<file path="src/rtl/vc_tribus_pkg.sv">
// Shared definitions for the tri-state bus arbiter: FSM state codes and the
// owner-index width helper.
package vc_tribus_pkg;

    localparam logic [1:0] IDLE  = 2'd0;
    localparam logic [1:0] BURST = 2'd1;
    localparam logic [1:0] TURN  = 2'd2;

    typedef enum logic [1:0] {
        ST_IDLE  = IDLE,
        ST_BURST = BURST,
        ST_TURN  = TURN
    } state_e;

    // Width of an owner/pointer index; never narrower than one bit.
    function automatic int owner_w(input int n);
        return (n > 1) ? $clog2(n) : 1;
    endfunction

endpackage

</file>
<file path="src/rtl/vc_rr_picker.sv">
// Combinational round-robin picker: first set request scanning upward from
// ptr_i with wrap-around.
module vc_rr_picker
    import vc_tribus_pkg::*;
#(
    parameter int NUM_REQ = 4
) (
    input  logic [NUM_REQ-1:0]            req_i,
    input  logic [owner_w(NUM_REQ)-1:0]   ptr_i,
    output logic                          valid_o,
    output logic [owner_w(NUM_REQ)-1:0]   win_o,
    output logic [NUM_REQ-1:0]            win_oh_o
);

    localparam int IW = owner_w(NUM_REQ);

    always_comb begin
        int            j;
        logic [IW-1:0] idx;
        j        = 0;
        idx      = '0;
        valid_o  = 1'b0;
        win_o    = '0;
        win_oh_o = '0;
        for (int i = 0; i < NUM_REQ; i++) begin
            j = int'(ptr_i) + i;
            if (j >= NUM_REQ) begin
                j = j - NUM_REQ;
            end
            idx = IW'(j);
            if (!valid_o && req_i[idx]) begin
                valid_o = 1'b1;
                win_o   = idx;
            end
        end
        win_oh_o[win_o] = valid_o;
    end

endmodule

</file>
<file path="src/rtl/vc_tribus_arbiter.sv">
// Round-robin burst arbiter for a partitioned tri-state bus; every change of
// owner passes through one dead TURN cycle so drivers never overlap.
module vc_tribus_arbiter
    import vc_tribus_pkg::*;
#(
    parameter int NUM_REQ = 4,
    parameter int LEN_SZ  = 4
) (
    input  logic                        clk,
    input  logic                        reset_n_p,
    input  logic [NUM_REQ-1:0]          req_p,
    input  logic [NUM_REQ*LEN_SZ-1:0]   len_p,
    output logic [NUM_REQ-1:0]          oe_np,
    output logic [NUM_REQ-1:0]          start_np,
    output logic                        last_np,
    output logic                        busy_np,
    output logic [$clog2(NUM_REQ)-1:0]  owner_np
);

    localparam int IW = owner_w(NUM_REQ);

    state_e              state_q, state_d;
    logic [LEN_SZ-1:0]   cnt_q,   cnt_d;
    logic [IW-1:0]       ptr_q,   ptr_d;
    logic [IW-1:0]       owner_q, owner_d;
    logic [NUM_REQ-1:0]  oe_q,    oe_d;
    logic [NUM_REQ-1:0]  start_q, start_d;

    logic                pick_valid;
    logic [IW-1:0]       pick_win;
    logic [NUM_REQ-1:0]  pick_oh;

    vc_rr_picker #(
        .NUM_REQ (NUM_REQ)
    ) u_picker (
        .req_i    (req_p),
        .ptr_i    (ptr_q),
        .valid_o  (pick_valid),
        .win_o    (pick_win),
        .win_oh_o (pick_oh)
    );

    always_ff @(posedge clk or negedge reset_n_p) begin
        if (!reset_n_p) begin
            state_q <= ST_IDLE;
            cnt_q   <= '0;
            ptr_q   <= '0;
            owner_q <= '0;
            oe_q    <= '0;
            start_q <= '0;
        end else begin
            state_q <= state_d;
            cnt_q   <= cnt_d;
            ptr_q   <= ptr_d;
            owner_q <= owner_d;
            oe_q    <= oe_d;
            start_q <= start_d;
        end
    end

    always_comb begin
        state_d = state_q;
        cnt_d   = cnt_q;
        ptr_d   = ptr_q;
        owner_d = owner_q;
        oe_d    = oe_q;
        start_d = '0;
        case (state_q)
            // IDLE and TURN arbitrate identically; TURN only exists to hold oe low.
            ST_IDLE, ST_TURN: begin
                state_d = ST_IDLE;
                oe_d    = '0;
                if (pick_valid) begin
                    state_d = ST_BURST;
                    oe_d    = pick_oh;
                    start_d = pick_oh;
                    owner_d = pick_win;
                    cnt_d   = len_p[int'(pick_win)*LEN_SZ +: LEN_SZ];
                    ptr_d   = (int'(pick_win) == NUM_REQ - 1) ? '0 : pick_win + IW'(1);
                end
            end
            ST_BURST: begin
                if (!req_p[owner_q] || (cnt_q == '0)) begin
                    state_d = ST_TURN;
                    oe_d    = '0;
                end else begin
                    cnt_d = cnt_q - LEN_SZ'(1);
                end
            end
            default: begin
                state_d = ST_IDLE;
                oe_d    = '0;
            end
        endcase
    end

    assign oe_np    = oe_q;
    assign start_np = start_q;
    assign last_np  = (state_q == ST_BURST) && (cnt_q == '0);
    assign busy_np  = |oe_q;
    assign owner_np = owner_q;

    oe_onehot_a: assert property (@(posedge clk) disable iff (!reset_n_p) $onehot0(oe_q));

endmodule

</file>
<file path="config.mk">
export PLATFORM = sky130hd
export DESIGN_NAME = vc_tribus_arbiter
export DESIGN_NICKNAME = d
export VERILOG_FILES = /design/src/rtl/vc_tribus_pkg.sv /design/src/rtl/vc_rr_picker.sv /design/src/rtl/vc_tribus_arbiter.sv
export SDC_FILE = /design/constraint.sdc
export NUM_CORES = 1
export LEC_CHECK = 0
export CAP_MARGIN = 40
export CORE_MARGIN = 2
export CORE_UTILIZATION = 46
export CTS_CLUSTER_SIZE = 20
export DETAILED_ROUTE_END_ITERATION = 10
export GPL_TIMING_DRIVEN = 0
export PLACE_DENSITY = 0.79
export SYNTH_ARGS = -nofsm -noshare
export SYNTH_HDL_FRONTEND = slang
export SYNTH_HIERARCHICAL = 1
export SYNTH_SLANG_ARGS = --single-unit
</file>
<file path="constraint.sdc">
create_clock -name clk -period 2.8 [get_ports clk]
set_input_delay 0.84 -clock clk [delete_from_list [all_inputs] [get_ports clk]]
set_output_delay 0.84 -clock clk [all_outputs]
set_load 0.02 [all_outputs]
</file>
== After elaboration in Yosys (flattened, before gate mapping) ==
Index checks and enable logic that the tools add are counted.

* Register bits after elaboration: 18
* Word-level logic and storage cells: 86
* Input port bits: 22
* Output and inout port bits: 12

* Shift operators: 1
* Reduce and logical (&&, ||, !) cells: 17
* Bitwise logic cells: 1
* Order comparisons: 11
* Equal/unequal tests: 6
* Add/subtract/negate cells: 9
* Mux-type cells: 35

{| class="wikitable"
|+ Operators with widths
! operator !! count
|-
| 2-bit two-way mux || 10
|-
| 4-bit two-way mux || 5
|-
| 2-bit by 3-bit less-than comparator with 1-bit output (second input constant) || 6
|-
| 4-bit one-hot mux with 2 select lines || 2
|-
| 16-bit by 5-bit variable part select with 4-bit output || 1
|-
| 1-bit two-way mux || 11
|-
| 1-bit binary-select mux with 2-bit select || 5
|-
| 3-bit greater-or-equal comparator (second input constant) || 3
|-
| 2-bit by 1-bit subtractor with 2-bit output (second input constant) || 4
|-
| 2-bit by 2-bit adder with 3-bit output (second input constant) || 2
|-
| 2-bit != test (second input constant) || 3
|-
| 1-bit logical AND || 5
|-
| 4-bit AND || 1
|-
| 2-bit by 1-bit equality test with 1-bit output (second input constant) || 2
|-
| 1-bit zero test || 4
|-
| 4-bit zero test || 1
|-
| 2-bit one-hot mux with 2 select lines || 1
|-
| 4-bit OR reduction || 1
|-
| 4-bit by 1-bit subtractor with 4-bit output (second input constant) || 1
|-
| 2-bit by 1-bit adder with 3-bit output (second input constant) || 1
|-
| 2-bit by 3-bit greater-or-equal comparator with 1-bit output (second input constant) || 1
|-
| 3-bit AND reduction || 1
|-
| 2-bit by 1-bit adder with 2-bit output (second input constant) || 1
|-
| 1-bit demux with 2-bit select || 1
|-
| other kinds (7) || 7
|}

== Logic depth before layout (Yosys ltp) ==
* Word-level depth: 21
* Depth in mapped cells: 8

== By module ==
The synthesis kept the hierarchy.

{| class="wikitable"
|+ By module, submodules not included
! module !! instances !! cells each !! seq. area each (µm²) !! area each (µm²)
|-
| vc_tribus_arbiter || 1 || 76 || 450.4 || 897.1
|-
| vc_rr_picker || 1 || 33 || 0.0 || 211.5
|}

== Worst setup path after synthesis ==
OpenSTA, ideal clock, no wires.

* Path kind: input -> register
* From: input port req_p[0]
* To: register cnt_q[1]
* Buffers on the path: 2
* Data arrival time: 2380 ps
* Stages: 8
* Data required time: 2675 ps
* Slack: 296 ps
* Cell sequence: buf_2 -> mux2i_1 -> nor2_1 -> a311oi_1 -> buf_2 -> mux4_2 -> a21oi_1 -> a21oi_1

* Word-level cells in the longest chain between the ends: 15
* Elaborated cells between the ends (all ways): 32
* Those cells by class: eq/ne: 2; shift: 1; mux: 20; reduce/logical: 9

{| class="wikitable"
|+ Ends and longest elaborated chain
! what !! RTL line !! RTL
|-
| start, declared || vc_tribus_arbiter.sv:11 || <nowiki>input logic [NUM_REQ-1:0] req_p,</nowiki>
|-
| 1-bit binary-select mux with 2-bit select || vc_rr_picker.sv:31 || <nowiki>if (!valid_o && req_i[idx]) begin</nowiki>
|-
| 1-bit two-way mux (implied by the code) || vc_rr_picker.sv:31 ||
|-
| 1-bit two-way mux || vc_rr_picker.sv:31 ||
|-
| 1-bit zero test || vc_rr_picker.sv:31 ||
|-
| 1-bit logical AND || vc_rr_picker.sv:31 ||
|-
| 1-bit two-way mux || vc_rr_picker.sv:31 ||
|-
| 1-bit zero test || vc_rr_picker.sv:31 ||
|-
| 1-bit logical AND || vc_rr_picker.sv:31 ||
|-
| 1-bit two-way mux || vc_rr_picker.sv:31 ||
|-
| 1-bit zero test || vc_rr_picker.sv:31 ||
|-
| 1-bit logical AND || vc_rr_picker.sv:31 ||
|-
| 2-bit two-way mux (*) || vc_rr_picker.sv:31 ||
|-
| via pick_win[0] || vc_tribus_arbiter.sv:30 || <nowiki>logic [IW-1:0] pick_win;</nowiki>
|-
| 16-bit by 5-bit variable part select with 4-bit output (*) || vc_tribus_arbiter.sv:78 || <nowiki>cnt_d = len_p[int'(pick_win)*LEN_SZ +: LEN_SZ];</nowiki>
|-
| 4-bit two-way mux (*) || vc_tribus_arbiter.sv:73 || <nowiki>if (pick_valid) begin</nowiki>
|-
| 4-bit one-hot mux with 2 select lines (*) || vc_tribus_arbiter.sv:68 || <nowiki>case (state_q)</nowiki>
|-
| end signal, assigned || vc_tribus_arbiter.sv:53 || <nowiki>cnt_q <= cnt_d;</nowiki>
|-
| end, declared || vc_tribus_arbiter.sv:23 || <nowiki>logic [LEN_SZ-1:0] cnt_q, cnt_d;</nowiki>
|}

Mark *: on every way through the listed nets, which the timed path passes. The rest lies on a longest branch. The select of a mux whose other input is x is not followed.
A chain may end at the register's enable or synchronous reset.

== Worst setup path in the final report ==
* From: input port req_p[0]
* To: register cnt_q[3]

Same word-level chain as after synthesis.

==> impl_metrics.env <==
export IMPL_ctsLongestPathBuffers=2
export IMPL_cp_start_kind="primary input"
export IMPL_grt_pass1_vias=890
export IMPL_row_count=17
export IMPL_yosysUniqueCellTypes=34
export IMPL_synthAdderAreaFrac_pct=3.39
export IMPL_end_kind="register"
export IMPL_grt_antenna_before_repair=0
export IMPL_relSlewSlack_pct=47.9
export IMPL_cpPeakStageDelay_ns=0.49
export IMPL_fin_tns_setup_ns=0
export IMPL_initial_core_util_pct=49.2
export IMPL_critPathTopFamily="buffers and inverters"
export IMPL_top_level_ports=34
export IMPL_cts_inserted_buffers=3
export IMPL_max_vdd_ir_drop_mv=0.603
export IMPL_cts_tree="yes"
export IMPL_numPortBuffers=33
export IMPL_die_w_um=53.1
export IMPL_dr_pass1_iters=6
export IMPL_wl_met1_um=949
export IMPL_yosys_area_top_type="dfrtp_1"
export IMPL_fillCellCount=213
export IMPL_slew_violations=0
export IMPL_postCtsSetupRepairBufs=0
export IMPL_via_count=980
export IMPL_grt_use_total_pct=20.2
export IMPL_grt_pass1_wl_um=3940
export IMPL_synth_seq_cells=18
export IMPL_highest_layer="met4"
export IMPL_finalCriticalPeriod_ns=2.68
export IMPL_rsz0062_at_grt="no"
export IMPL_synth_compound_area_share_pct=19.6
export IMPL_cp_arrival_ns=2.86
export IMPL_skew_ns=0.00455
export IMPL_worstMarginPinSlew_ns=0.780
export IMPL_nets=172
export IMPL_post_route_period_util_pct=95.7
export IMPL_min_from="oe_np[0]"
export IMPL_hold_viol_final=0
export IMPL_seq_area_frac_synth_pct=40.6
export IMPL_worstPathRequired_ns=2.98
export IMPL_leakagePower_nw=0.688
export IMPL_antenna_left=0
export IMPL_path_clk_slew_ns=0.10
export IMPL_cp_slowest_cell="mux4_2"
export IMPL_ff2ff_setup_slack_ns=0.63
export IMPL_power_density_mw_per_mm2=966
export IMPL_max_freq_ghz=0.373
export IMPL_wl_met3_um=195
export IMPL_synth_avg_cell_area_um2=10.2
export IMPL_post_place_ws_ns=-0.321
export IMPL_dr_wl_met2_um=1180
export IMPL_die_y_um=53.1
export IMPL_drcViolationCount=0
export IMPL_viasPerCell=5.63
export IMPL_gp_congestion=0.790
export IMPL_r2r_start="ptr_q[1]"
export IMPL_detailed_place_hpwl_um=1910
export IMPL_synthSimpleGateAreaFrac_pct=18.8
export IMPL_setup_viol=0
export IMPL_htreeDepth=1
export IMPL_synth_area_leaders="dfrtp_1 41%, mux4_2 10%, a21oi_1 4.1%, nand2_1 3.7%, nor2_1 3.7%"
export IMPL_wl_per_cell_um=13.7
export IMPL_synth_top_family_by_area="compound AO/OA/AOI/OAI gates"
export IMPL_cap_violations=0
export IMPL_grt_overflow=0
export IMPL_cts_root_buf="clkbuf_4"
export IMPL_core_region_area_mm2=0.00225
export IMPL_grt_max_degree=19
export IMPL_drive_gt1_share_pct=17.1
export IMPL_ys_warn_count=6
export IMPL_netlist_area_leader_share_pct=40.6
export IMPL_syn_num_nets=134
export IMPL_dieArea_mm2=0.00282
export IMPL_postSynthCellCount=109
export IMPL_drt_wl_total_um=2380
export IMPL_holdCritPathClass="reg -> reg"
export IMPL_cp_cell_sequence="clkdlybuf4s50_1, buf_2, mux2i_1, nor2_1, a311oi_2, buf_4, mux4_2, nor2_1, a311oi_2"
export IMPL_antenna_cells=0
export IMPL_setup_ws_ns=0.121
export IMPL_synth_xor_area_share_pct=0
export IMPL_synth_mux_area_share_pct=11.1
export IMPL_path_buf_inv=3
export IMPL_drtIter0Drc=16
export IMPL_clock_sinks=18
export IMPL_area_growth_pct=36.6
export IMPL_synth_area_mm2=0.00111
export IMPL_finalCoreUtilization_pct=67.1
export IMPL_status="finished clean"
export IMPL_path_max_fanout=9
export IMPL_cp_startpoint="req_p[0]"
export IMPL_insertion_delay_ns=0.30
export IMPL_criticalPathCategory="in -> reg"
-- worst reg2reg max path, cell delays in order (launching register included) --
cell and delay (ns):
dfrtp_1 0.42, buf_6 0.16, mux2i_1 0.22, nor2_1 0.07, a311oi_2 0.25, buf_4 0.22, mux4_2 0.49, nor2_1 0.17
a311oi_2 0.05
-- path summary, 6_finish.rpt --
path | endpoint | depth (start not counted)
min in group asynchronous | oe_np[3] | 1
min | oe_np[0] | 1
max in group asynchronous | state_q[1] | 1
max reg2reg | cnt_q[3] | 8
min reg2reg | oe_np[0] | 1
max | cnt_q[3] | 9
-- what timing repair did --
item / 4_1_cts / 5_1_grt
pin swaps: 0 / 1
resized for setup: 2 / 3
hold buffers: 0 / 0
setup endpoints to repair: 2 / 5
-- cells in the mapped netlist --
cell and instances:
o2bb2ai_1 1, and2b_2 1, a21oi_1 9, dfrtp_1 18, o221a_2 2, clkbuf_2 1, nand3_1 2, o2bb2a_1 1
nor2b_1 2, nand2b_1 5, nor3_1 1, o21bai_1 1, a22o_1 1, a21boi_0 1, o31ai_1 1, a311oi_1 1
a21o_1 4, ha_1 3, o211ai_1 1, buf_2 2, or3b_2 1, clkbuf_1 1, a311oi_2 2, mux2i_1 1
mux4_2 5, and3_4 1, or4_1 1, a31o_2 1, buf_6 3, o21ai_0 3, nand2_1 11, inv_1 5
nor2_1 11, and2_1 5
-- flip-flops by register name, summed over array words and instances, names as in the netlist --
signal    count
cnt_q         4
oe_np         4
owner_np      2
ptr_q         2
start_np      4
state_q       2
-- through the flow --
stage	hold slack, ns	cells	instance area [um2]	power (mW)
5_1_grt	0.532	174	1510	1.58
3_3_place_gp	0.478	170	1470	1.27
6_report	0.512	174	1510	1.46
2_1_floorplan	0.475	109	1110	1.03
3_5_place_dp	0.490	170	1470	1.30
4_1_cts	0.513	174	1510	1.46
-- power breakdown --
part           switching (mW)  total, mW  internal, mW
combinational           0.419      0.844         0.425
sequential             0.0893      0.457         0.367
clock                  0.0825      0.162        0.0794
-- layer usage --
metal	vias up	global-route usage [%]
met5	-	0
met4	0	10.3
met3	6	4.80
met2	45	33.8
met1	463	24.1
li1	466	-
-- cells by family (layout without fill, tap and decap cells) --
kind of cell	count (synthesis)	count (layout)
and+or+nand+nor	41	41
buffers and inverters	12	49
adders and majority gates	3	3
DFF	18	18
AOI/OAI and AO/OA	29	29
muxes	6	6
-- cell type report --
cell class              instances  area (um2)  area share [%]
multi-input cells              79         593            39.2
flip-flops and latches         18         450            29.8
repair buffers                 33         325            21.5
plain buffers                   7        55.1            3.64
clock buffers                   4        36.3            2.40
well taps                      28        35.0            2.31
inverters                       5        18.8            1.24
-- cells in the final DEF, fill, tap and decap left out, drive strengths merged --
master	count
nor3	1
and2	5
or3b	1
nand2b	5
nand2	11
o31ai	1
o221a	2
a311oi	3
a22o	1
inv	5
ha	3
o21ai	3
nor2b	2
clkdlybuf4s50	32
dfrtp	18
buf	5
a21o	4
a21boi	1
o2bb2ai	1
clkbuf	7
or4	1
o211ai	1
o21bai	1
nand3	2
and2b	1
a31o	1
mux4	5
mux2i	1
o2bb2a	1
nor2	11
and3	1
a21oi	9
(Power assumes the default switching activity.)
